**config.mk**
```make
export PLATFORM = sky130hd
export DESIGN_NAME = pipe_stage_buffer
export DESIGN_NICKNAME = d
export VERILOG_FILES = /design/src/rtl/pipe_stage_buffer.sv
export SDC_FILE = /design/constraint.sdc
export NUM_CORES = 1
export LEC_CHECK = 0
export BUFFER_PORTS_ARGS = -buffer_cell sky130_fd_sc_hd__buf_2
export CAP_MARGIN = 30
export CORE_UTILIZATION = 37
export DETAILED_ROUTE_END_ITERATION = 10
export HOLD_SLACK_MARGIN = 0.12
export SLEW_MARGIN = 20
export SYNTH_ARGS = -nofsm -noshare
export SYNTH_HDL_FRONTEND = slang
export SYNTH_SLANG_ARGS = --single-unit
```
**constraint.sdc**
```tcl
create_clock -name clk -period 8.2 [get_ports clk]
set_input_delay 1.23 -clock clk [delete_from_list [all_inputs] [get_ports clk]]
set_output_delay 1.23 -clock clk [all_outputs]
set_load 0.01 [all_outputs]
```
**src/rtl/pipe_stage_buffer.sv**
```systemverilog
// Two-entry skid buffer pipeline stage with registered in_ready, flush,
// and a saturating backpressure (stall) counter.
module pipe_stage_buffer #(
  parameter int unsigned      WIDTH        = 96,
  parameter logic [WIDTH-1:0] BUBBLE_VALUE = WIDTH'('h13),
  parameter int unsigned      CNT_W        = 16
) (
  input  logic             clk,
  input  logic             rst_n,
  input  logic             in_valid,
  input  logic [WIDTH-1:0] in_data,
  output logic             in_ready,
  output logic             out_valid,
  output logic [WIDTH-1:0] out_data,
  input  logic             out_ready,
  input  logic             flush,
  input  logic             clear_stats,
  output logic [1:0]       occupancy,
  output logic [CNT_W-1:0] stall_cnt
);

  typedef enum logic [1:0] {
    EMPTY = 2'd0,
    ONE   = 2'd1,
    TWO   = 2'd2
  } state_t;

  state_t           state, next_state;
  logic [WIDTH-1:0] main_q, skid_q;
  logic             in_ready_q;
  logic [CNT_W-1:0] stall_q;

  logic in_fire, out_fire;
  logic load_main_in, load_main_skid, load_skid;

  assign out_valid = (state == ONE) || (state == TWO);
  assign out_data  = out_valid ? main_q : BUBBLE_VALUE;
  assign in_ready  = in_ready_q;
  assign occupancy = 2'(state);
  assign stall_cnt = stall_q;

  assign in_fire  = in_valid & in_ready_q;
  assign out_fire = out_valid & out_ready;

  always_comb begin
    next_state     = state;
    load_main_in   = 1'b0;
    load_main_skid = 1'b0;
    load_skid      = 1'b0;
    unique case (state)
      EMPTY: begin
        if (in_fire) begin
          load_main_in = 1'b1;
          next_state   = ONE;
        end
      end
      ONE: begin
        if (in_fire && out_fire) begin
          load_main_in = 1'b1;
        end else if (in_fire) begin
          load_skid  = 1'b1;
          next_state = TWO;
        end else if (out_fire) begin
          next_state = EMPTY;
        end
      end
      TWO: begin
        // in_ready is low in TWO, so only the drain path exists here
        if (out_fire) begin
          load_main_skid = 1'b1;
          next_state     = ONE;
        end
      end
      default: next_state = EMPTY;
    endcase
    // Flush overrides the handshake outcome; payload loads are then don't-care
    if (flush) begin
      next_state = EMPTY;
    end
  end

  always_ff @(posedge clk) begin
    if (!rst_n) begin
      state      <= EMPTY;
      in_ready_q <= 1'b0;
      stall_q    <= '0;
    end else begin
      state      <= next_state;
      in_ready_q <= (next_state != TWO) && !flush;
      if (clear_stats) begin
        stall_q <= '0;
      end else if (out_valid && !out_ready && (stall_q != '1)) begin
        stall_q <= stall_q + CNT_W'(1);
      end
    end
  end

  // Payload registers carry no reset: they are only observed outside EMPTY
  always_ff @(posedge clk) begin
    if (load_main_in) begin
      main_q <= in_data;
    end else if (load_main_skid) begin
      main_q <= skid_q;
    end
    if (load_skid) begin
      skid_q <= in_data;
    end
  end

endmodule

```
==> flow_summary.yaml, run 1 <==
timing:
  layout_min_cycle_time_ns: 3.73
  drv_slew: 0
  finalSetupViolations: 0
  fmax_mhz: 268
  finalClockSkew_ns: 0.0143
  slew-limit-headroom: 0.416
  finalHoldViolations: 0
  timing.final.crit_share: 0.455
  fin_ws_ns: 4.47
  rsz0062_at_grt: "false"
  setup_tns_ns: 0
  worst_slew_pin_slew_ns: 0.876
critical_path:
  worstSetupStartpoint: "occupancy[1]"
  cp-start-kind: "register"
  cp.required_ns: 6.97
  cp.depth: 5
  path_buf_inv: 3
  cp-endpoint: "out_data[35]"
  reg2regPathDepth: 6
  slowest_stage: "buf_4"
  max_stage_delay_ns: 0.67
  regToRegSetupSlack_ns: 4.94
  critPathKind: "register to primary output"
  endpoint_kind: "primary output"
  crit_arrival_ns: 2.50
  crit_path_max_fanout: 101
  r2r_start: "occupancy[0]"
  rr_endpoint: "skid_q[89]"
  crit_path_cell_trace: "inv_1 -> ha_2 -> buf_4 -> and2_1 -> buf_2"
  cp_top_family: "buffers and inverters"
logic_synthesis:
  async_flop_share: 0
  yosys-top-cells-area: "edfxtp_1 (67%), mux2_2 (12%), and2_1 (6.9%)"
  synth.distinct_cells: 37
  synth_ff_type: "edfxtp_1"
  synth_seq_area_share: 0.710
  synth_enable_flop_cells: 192
  synth_top_area_frac: 0.666
  synth-seq-cells: 211
  syn_avg_cell_area_um2: 15.9
  synthCells: 544
  synth_nets: 651
  yosysWarnings: 0
  yosysTopAreaCell: "edfxtp_1"
  synthesis.area_um2: 8660
placed_design:
  dp_hpwl_um: 11700
  io_buffers: 217
  place_congestion: 0.846
  dp_worst_setup_slack_ns: 4.39
power_and_ir_drop:
  leakagePower_nw: 4.16
  irDropWorstVdd_v: 0.000153
  pwr_density_cell_nw_per_um2: 212
  power_w: 0.00230
routing:
  avgViaCountPerCell: 4.84
  dr.pass1.iters: 4
  wl_per_cell_um: 16.8
  vias: 5327
  drcViolationCount: 0
  drtIter0Drc: 222
  ant_nets: 0
  wirelength_um: 18500
global_routing:
  globalRouteTotalUtil: 0.153
  antenna_found_initial: 1
  grt_overflow: 0
  grt_pass1_wl_um: 29000
  grt_max_degree: 102
  grt_pass1_vias: 5512
clock_network:
  post_cts_resize_count: 0
  cts_buffers: 24
  cts_setup_buffers: 0
  cts.hold.buffers_added: 0
  clkTransAtPathRegs_ns: 0.06
  clockBufferDepth: 3
  cts-root-buf: "clkbuf_16"
  h-tree-depth: 1
  clkLatencyLatePin_ns: 0.51
  cts_tree: "done"
  cts_num_sinks: 211
run_status:
  status: "completed"
cells_and_area:
  drive_above_1_share: 0.452
  areaGrowthSynthToFinish_pct: 25.1
  layout.nets: 875
min_path:
  worstHoldPathType: "register to register"
floorplan:
  dieWidth_um: 155
  fp.coreArea_um2: 22800
  initial_core_util: 0.380
  rows: 55
  ios: 218
  die_h_um: 155
  dieArea_um2: 24000
run:
  cap_violations: 0
==> worst min path at each step <==
stage / start / slack, ns / cells past startpoint / to
after floorplan: skid_q[0] / 0.52 / 1 / main_q[0]
after global placement: stall_cnt[14] / 0.52 / 2 / stall_cnt[14]
after detailed placement: stall_cnt[8] / 0.53 / 2 / stall_cnt[8]
after CTS: stall_cnt[8] / 0.54 / 2 / stall_cnt[8]
after global routing: skid_q[51] / 0.56 / 1 / main_q[51]
final: skid_q[36] / 0.54 / 1 / main_q[36]
==> Yosys cell counts, drive strengths merged (2+ instances only) <==
| cell type | instances |
|---|---|
| nand4 | 8 |
| or4 | 9 |
| nand2b | 5 |
| o31ai | 4 |
| o211ai | 4 |
| buf | 14 |
| ha | 5 |
| clkbuf | 11 |
| a21oi | 10 |
| o21ai | 10 |
| nand2 | 13 |
| and3 | 6 |
| dfxtp | 19 |
| nor2b | 2 |
| mux2 | 96 |
| or3 | 7 |
| nand3 | 5 |
| inv | 6 |
| nor4 | 4 |
| nor2 | 8 |
| and2 | 95 |
| edfxtp | 192 |
==> flip-flops by register name (all words and copies together) (netlist names) <==
| register | flops |
|---|---|
| in_ready | 1 |
| main_q | 96 |
| occupancy | 2 |
| skid_q | 96 |
| stall_cnt | 16 |
==> through the flow <==
step,utilization,instance area [µm²],cells,hold slack (ns)
6_report,0.476,10800,1100,0.538
5_1_grt,0.476,10800,1100,0.561
4_1_cts,0.476,10800,1099,0.540
3_5_place_dp,0.443,10100,1055,0.530
3_3_place_gp,0.443,10100,1054,0.517
2_1_floorplan,-,8660,544,0.525
==> cells by family after synthesis <==
family	share of synthesized area
flops	0.710
simple gates	0.115
mux	0.125
compound gates	0.0251
buf+inv	0.0162
fa+ha+maj	0.00838
xor+xnor	0.00101
==> layer usage <==
metal | GRT usage | vias up | routed length [µm]
met3 | 0.0348 | 37 | 1150
met1 | 0.189 | 2628 | 7600
li1 | - | 2492 | -
met5 | 0 | - | 0
met4 | 0.0566 | 0 | 494
met2 | 0.261 | 170 | 9220
==> layout by cell type (no fill, tap or decap), types with 6 or more instances in the layout <==
cell type,netlist,layout
mux2_2,96,96
clkbuf_1,11,11
nand2_1,13,13
dfxtp_1,19,19
nand4_1,8,8
o21ai_0,9,9
inv_1,6,6
edfxtp_1,192,192
buf_2,13,217
or4_1,9,9
and2_1,95,95
a21oi_1,10,10
clkbuf_16,0,24
or3_1,7,7
nor2_1,7,7
buf_4,0,6
==> area by class of cell <==
cell class                      instances  area (µm²)
Antenna cell                            1        2.50
Multi-Input combinational cell        302        2400
Tap cell                              313         392
Sequential cell                       211        6150
Timing Repair Buffer                  223        1130
Inverter                                6        22.5
Fill cell                            2035       11900
Clock inverter                          9         101
Clock buffer                           35         642
==> report_power, final <==
part           internal [W]  switching [W]  total [W]  leakage, nW
clock              0.000606       0.000405    0.00101        0.358
sequential          0.00119     0.00000318    0.00119         1.90
combinational     0.0000442      0.0000504  0.0000946         1.90
total               0.00184       0.000459    0.00230         4.16
No activity file was read; power rests on OpenSTA's default activity.
==> inputs of run 2 (changes only) <==
clock period = 3.2 ns   (was 8.2 ns; I/O delays follow)
==> flow_summary.yaml, run 2 (synthesis results as in run 1) <==
run_status:
  status: "completed"
clock_network:
  clkLatencyLatePin_ns: 0.50
  clockBufferDepth: 3
  clkTransAtPathRegs_ns: 0.06
  h-tree-depth: 1
  cts-root-buf: "clkbuf_16"
  cts_num_sinks: 211
  cts_tree: "done"
  cts_buffers: 23
  cts.hold.buffers_added: 0
min_path:
  hp-start: "in_data[31]"
  worstHoldPathType: "input pin to register"
global_routing:
  globalRouteTotalUtil: 0.157
  grt_pass1_wl_um: 29700
  antenna_found_initial: 3
  grt_overflow: 0
  grt_pass1_vias: 5524
  grt_max_degree: 71
cells_and_area:
  final_cell_mix: "buf_2 (217), edfxtp_1 (192), mux2_2 (96), and2_1 (95), clkbuf_16 (23)"
  layout.nets: 880
  stdcell_area_um2: 11000
  fillers: 2044
  drive_above_1_share: 0.467
  areaGrowthSynthToFinish_pct: 27.4
  layout_commonest_cell: "buf_2"
routing:
  drtIter0Drc: 255
  wirelength_um: 19000
  wl_per_cell_um: 17.2
  dr.pass1.iters: 4
  vias: 5330
  avgViaCountPerCell: 4.82
  ant_nets: 0
  drcViolationCount: 0
power_and_ir_drop:
  p_seq_frac: 0.494
  power_frac_comb: 0.041
  pwr_density_cell_nw_per_um2: 560
  netSwitchingFraction: 0.196
  switching_power_w: 0.00121
  irDropWorstVdd_v: 0.000472
  internal_power_w: 0.00497
  p_clk_frac: 0.465
  leakagePower_nw: 4.25
placed_design:
  place_area_um2: 10200
  dp_hpwl_um: 12500
  place_congestion: 0.874
  io_buffers: 217
run:
  cap_violations: 0
floorplan:
  ios: 218
  dieWidth_um: 155
  rows: 55
  fp.coreArea_um2: 22800
  die_h_um: 155
  dieArea_um2: 24000
  initial_core_util: 0.380
timing:
  finalHoldViolations: 0
  fmax_mhz: 341
  rsz0062_at_grt: "false"
  drv_slew: 0
  finalClockSkew_ns: 0.0167
  layout_min_cycle_time_ns: 2.93
  timing.final.crit_share: 0.916
  slew-limit-headroom: 0.643
  setup_tns_ns: 0
  hold_ws_ns: 0.162
  finalSetupViolations: 0
  worst_slew_pin_slew_ns: 0.533
critical_path:
  worstSetupStartpoint: "occupancy[1]"
  crit_arrival_ns: 2.45
  rr_endpoint: "main_q[59]"
  r2r_start: "occupancy[1]"
  reg2regPathDepth: 7
  regToRegSetupSlack_ns: 0.49
  critPathKind: "register to primary output"
  crit_path_max_fanout: 58
  endpoint_kind: "primary output"
  cp.required_ns: 2.72
  cp-start-kind: "register"
  cp-endpoint: "out_data[61]"
run 2: cell types whose count changed in the layout (fill, tap and decap cells not counted), sizes merged:
cell      before  now
buf          223  229
bufinv         2    6
clkinvlp       0    1
diode          1    2
clkinv         7    8
inv            6    8
clkbuf        35   25
run 2: worst min-delay path by stage:
stage                                to  depth (start not counted)  slack, ns
final                        skid_q[31]                          1       0.16
after global routing         skid_q[34]                          1       0.13
after CTS                    skid_q[40]                          1       0.13
after detailed placement  stall_cnt[14]                          2       0.53
after global placement    stall_cnt[14]                          2       0.51
after floorplan               main_q[0]                          1       0.52
run 2: stage by stage:
| stage | util | setup slack (ns) | cells | power (W) |
|---|---|---|---|---|
| after floorplan | - | 0.356 | 544 | 0.00323 |
| after global placement | 0.448 | 0.579 | 1061 | 0.00335 |
| after detailed placement | 0.448 | 0.491 | 1061 | 0.00336 |
| after CTS | 0.484 | 0.0860 | 1103 | 0.00626 |
| after global routing | 0.484 | 0.0993 | 1105 | 0.00638 |
| final | 0.484 | 0.269 | 1105 | 0.00618 |
run 2: power by group through the flow:
| stage | Combinational, W | Sequential [W] | Clock (W) |
|---|---|---|---|
| floorplan | 0.000119 | 0.00311 | 0 |
| global placement | 0.000245 | 0.00311 | 0 |
| detailed placement | 0.000254 | 0.00311 | 0 |
| CTS | 0.000257 | 0.00305 | 0.00296 |
| global route | 0.000277 | 0.00305 | 0.00306 |
| finish | 0.000252 | 0.00305 | 0.00287 |
run 2: final cells by class:
cell class | instances | area (µm²) | share of cell area
multi-input combinational | 302 | 2400 | 0.217
inverter | 6 | 22.5 | 0.00204
antenna | 2 | 5.00 | 0.000454
clock inverter | 17 | 243 | 0.0220
tap | 313 | 392 | 0.0355
timing repair buffer | 229 | 1240 | 0.113
sequential | 211 | 6150 | 0.557
clock buffer | 25 | 583 | 0.0529
run 2: per-layer routing:
layer	global-route usage	vias up	wire (µm)
li1	-	2510	-
met1	0.198	2604	7940
met2	0.263	175	9270
met3	0.0390	39	1160
met4	0.0566	2	646
met5	0	-	11
run 2: worst max-delay path, stage by stage (launching register included):
cell	delay, ns
dfxtp_1	0.43
inv_1	0.12
ha_2	0.62
buf_6	0.39
and2_1	0.23
buf_2	0.14
run 2: timing repair:
item                                    4_1_cts  5_1_grt
resized for setup                             0        1
setup buffers                                 0        0
endpoints found under the hold margin         0        0
endpoints found under the setup margin        0       52
==> inputs of run 3 (changes only) <==
ABC_AREA = 1   (was default)
==> flow_summary.yaml, run 3 <==
timing:
  slew-limit-headroom: 0.555
  finalClockSkew_ns: 0.0167
  drv_slew: 0
  rsz0062_at_grt: "false"
  setup_tns_ns: 0
  hold_ws_ns: 0.149
  finalSetupViolations: 0
  fmax_mhz: 360
  timing.final.crit_share: 0.868
  finalHoldViolations: 0
  layout_min_cycle_time_ns: 2.78
  worst_slew_pin_slew_ns: 0.667
critical_path:
  cp.required_ns: 2.72
  crit_path_max_fanout: 54
  endpoint_kind: "primary output"
  cp-start-kind: "register"
  critPathKind: "register to primary output"
  crit_arrival_ns: 2.30
floorplan:
  fp.coreArea_um2: 23500
  dieWidth_um: 157
  ios: 218
  initial_core_util: 0.378
  rows: 56
  die_h_um: 157
  dieArea_um2: 24600
cells_and_area:
  fillers: 2166
  layout_commonest_cell: "buf_2"
  multi_input_area_um2: 2200
  layout.nets: 1030
  areaGrowthSynthToFinish_pct: 26.7
  drive_above_1_share: 0.368
  seqCellArea_um2: 6150
  final_cell_mix: "buf_2 (218), edfxtp_1 (192), nand2_1 (149), inv_1 (114), mux2_2 (67)"
power_and_ir_drop:
  leakagePower_nw: 5.08
  pwr_density_cell_nw_per_um2: 538
  irDropWorstVdd_v: 0.000413
logic_synthesis:
  syn_avg_cell_area_um2: 12.8
  synth.top_cells.by_count: "edfxtp_1 (192), nand2_1 (150), inv_1 (114), mux2_2 (67), mux2_1 (29)"
  synth.distinct_cells: 24
  yosys-top-cells-area: "edfxtp_1 (65%), mux2_2 (8.5%), nand2_1 (6.3%)"
  yosysWarnings: 0
  synth_nets: 798
  synth_seq_area_share: 0.693
  yosysMostFrequentCell: "edfxtp_1"
  synth_enable_flop_cells: 192
  synth-seq-cells: 211
  synthCells: 691
  synth_ff_type: "edfxtp_1"
  yosysTopAreaCell: "edfxtp_1"
  synthesis.area_um2: 8870
  synth_top_area_frac: 0.650
  async_flop_share: 0
placed_design:
  place_congestion: 0.809
  io_buffers: 217
  dp_hpwl_um: 12800
clock_network:
  cts_setup_buffers: 0
  clkTransAtPathRegs_ns: 0.06
  cts_num_sinks: 211
  cts-root-buf: "clkbuf_16"
  cts.hold.buffers_added: 0
  cts_tree: "done"
  clockBufferDepth: 3
  cts_buffers: 24
  h-tree-depth: 1
  post_cts_resize_count: 0
  clkLatencyLatePin_ns: 0.52
global_routing:
  grt_overflow: 0
  globalRouteTotalUtil: 0.155
  grt_max_degree: 58
  grt_pass1_vias: 5714
  grt_pass1_wl_um: 29600
  antenna_found_initial: 3
run:
  cap_violations: 0
run_status:
  status: "completed"
min_path:
  worstHoldPathType: "input pin to register"
routing:
  drtIter0Drc: 316
  top_layer: "met5"
  drt-met1-wl_um: 8290
  wl_met3_um: 1290
  ant_nets: 0
  avgViaCountPerCell: 4.54
  vias: 5737
  drcViolationCount: 0
  route.met2.wl_um: 9270
  dr.pass1.iters: 4
  wl_per_cell_um: 15.3
  wirelength_um: 19300
==> run 3: cell count changes after synthesis, moves of 5 or more <==
cell	previous run	this run
mux2_2	96	67
or4_1	9	0
and3_1	6	0
and2_1	95	0
nand3_1	5	18
buf_2	13	8
inv_1	6	114
nor2_1	7	28
a21oi_1	10	16
or3_1	7	0
mux2_1	0	29
nand2_1	13	150
==> run 3: layer usage <==
layer | track usage | vias to the layer above
li1 | - | 2795
met4 | 0.0420 | 2
met1 | 0.193 | 2757
met3 | 0.0438 | 35
met5 | 0 | -
met2 | 0.263 | 148
==> run 3: power breakdown <==
group	internal (W)	switching, W	leakage, nW	total (W)
Combinational	0.000115	0.000138	2.78	0.000253
Clock	0.00165	0.00109	0.405	0.00274
Sequential	0.00304	0.00000934	1.90	0.00305
Total	0.00481	0.00124	5.08	0.00604
==> run 3: worst max-delay path, cell delays in order (launching register included) <==
cell     delay (ns)
dfxtp_1        0.44
inv_1          0.13
ha_4           0.29
buf_4          0.53
nand2_1        0.12
inv_1          0.12
buf_2          0.14
==> run 3: area by class of cell <==
type,count,area share
Antenna cell,3,0.000668
Clock buffer,30,0.0599
Clock inverter,14,0.0117
Inverter,114,0.0381
Multi-Input combinational cell,342,0.196
Sequential cell,211,0.547
Tap cell,319,0.0355
Timing Repair Buffer,230,0.112
==> run 3: cells by family (layout without fill, tap and decap cells) <==
kind of cell | Yosys count | count (layout) | share of synthesized area
adder cells (fa/ha/maj) | 5 | 5 | 0.00705
multiplexers | 96 | 96 | 0.122
AO/OA/AOI/OAI | 27 | 27 | 0.0158
flip-flops | 211 | 211 | 0.693
XOR/XNOR | 6 | 6 | 0.00592
AND/OR/NAND/NOR | 208 | 208 | 0.0938
buffers and inverters | 138 | 388 | 0.0629
other | 0 | 3 | 0
==> run 3: worst paths after layout <==
path | endpoint | start | depth (start not counted) | slack, ns
setup reg to reg | main_q[32] | occupancy[0] | 7 | 0.74
hold reg to reg | stall_cnt[8] | stall_cnt[8] | 2 | 0.52
hold / removal | skid_q[68] | in_data[68] | 1 | 0.15
setup / recovery | out_data[23] | occupancy[0] | 6 | 0.42
==> run 3: through the flow <==
| step | util | worst slack, ns | area (µm²) | std cells | total power, W |
|---|---|---|---|---|---|
| 6_report | 0.479 | 0.422 | 11200 | 1263 | 0.00604 |
| 5_1_grt | 0.479 | 0.260 | 11200 | 1261 | 0.00623 |
| 4_1_cts | 0.479 | 0.395 | 11200 | 1259 | 0.00612 |
| 3_5_place_dp | 0.444 | 0.660 | 10400 | 1215 | 0.00336 |
| 3_3_place_gp | 0.444 | 0.717 | 10400 | 1215 | 0.00336 |
| 2_1_floorplan | - | 0.0674 | 8880 | 691 | 0.00323 |
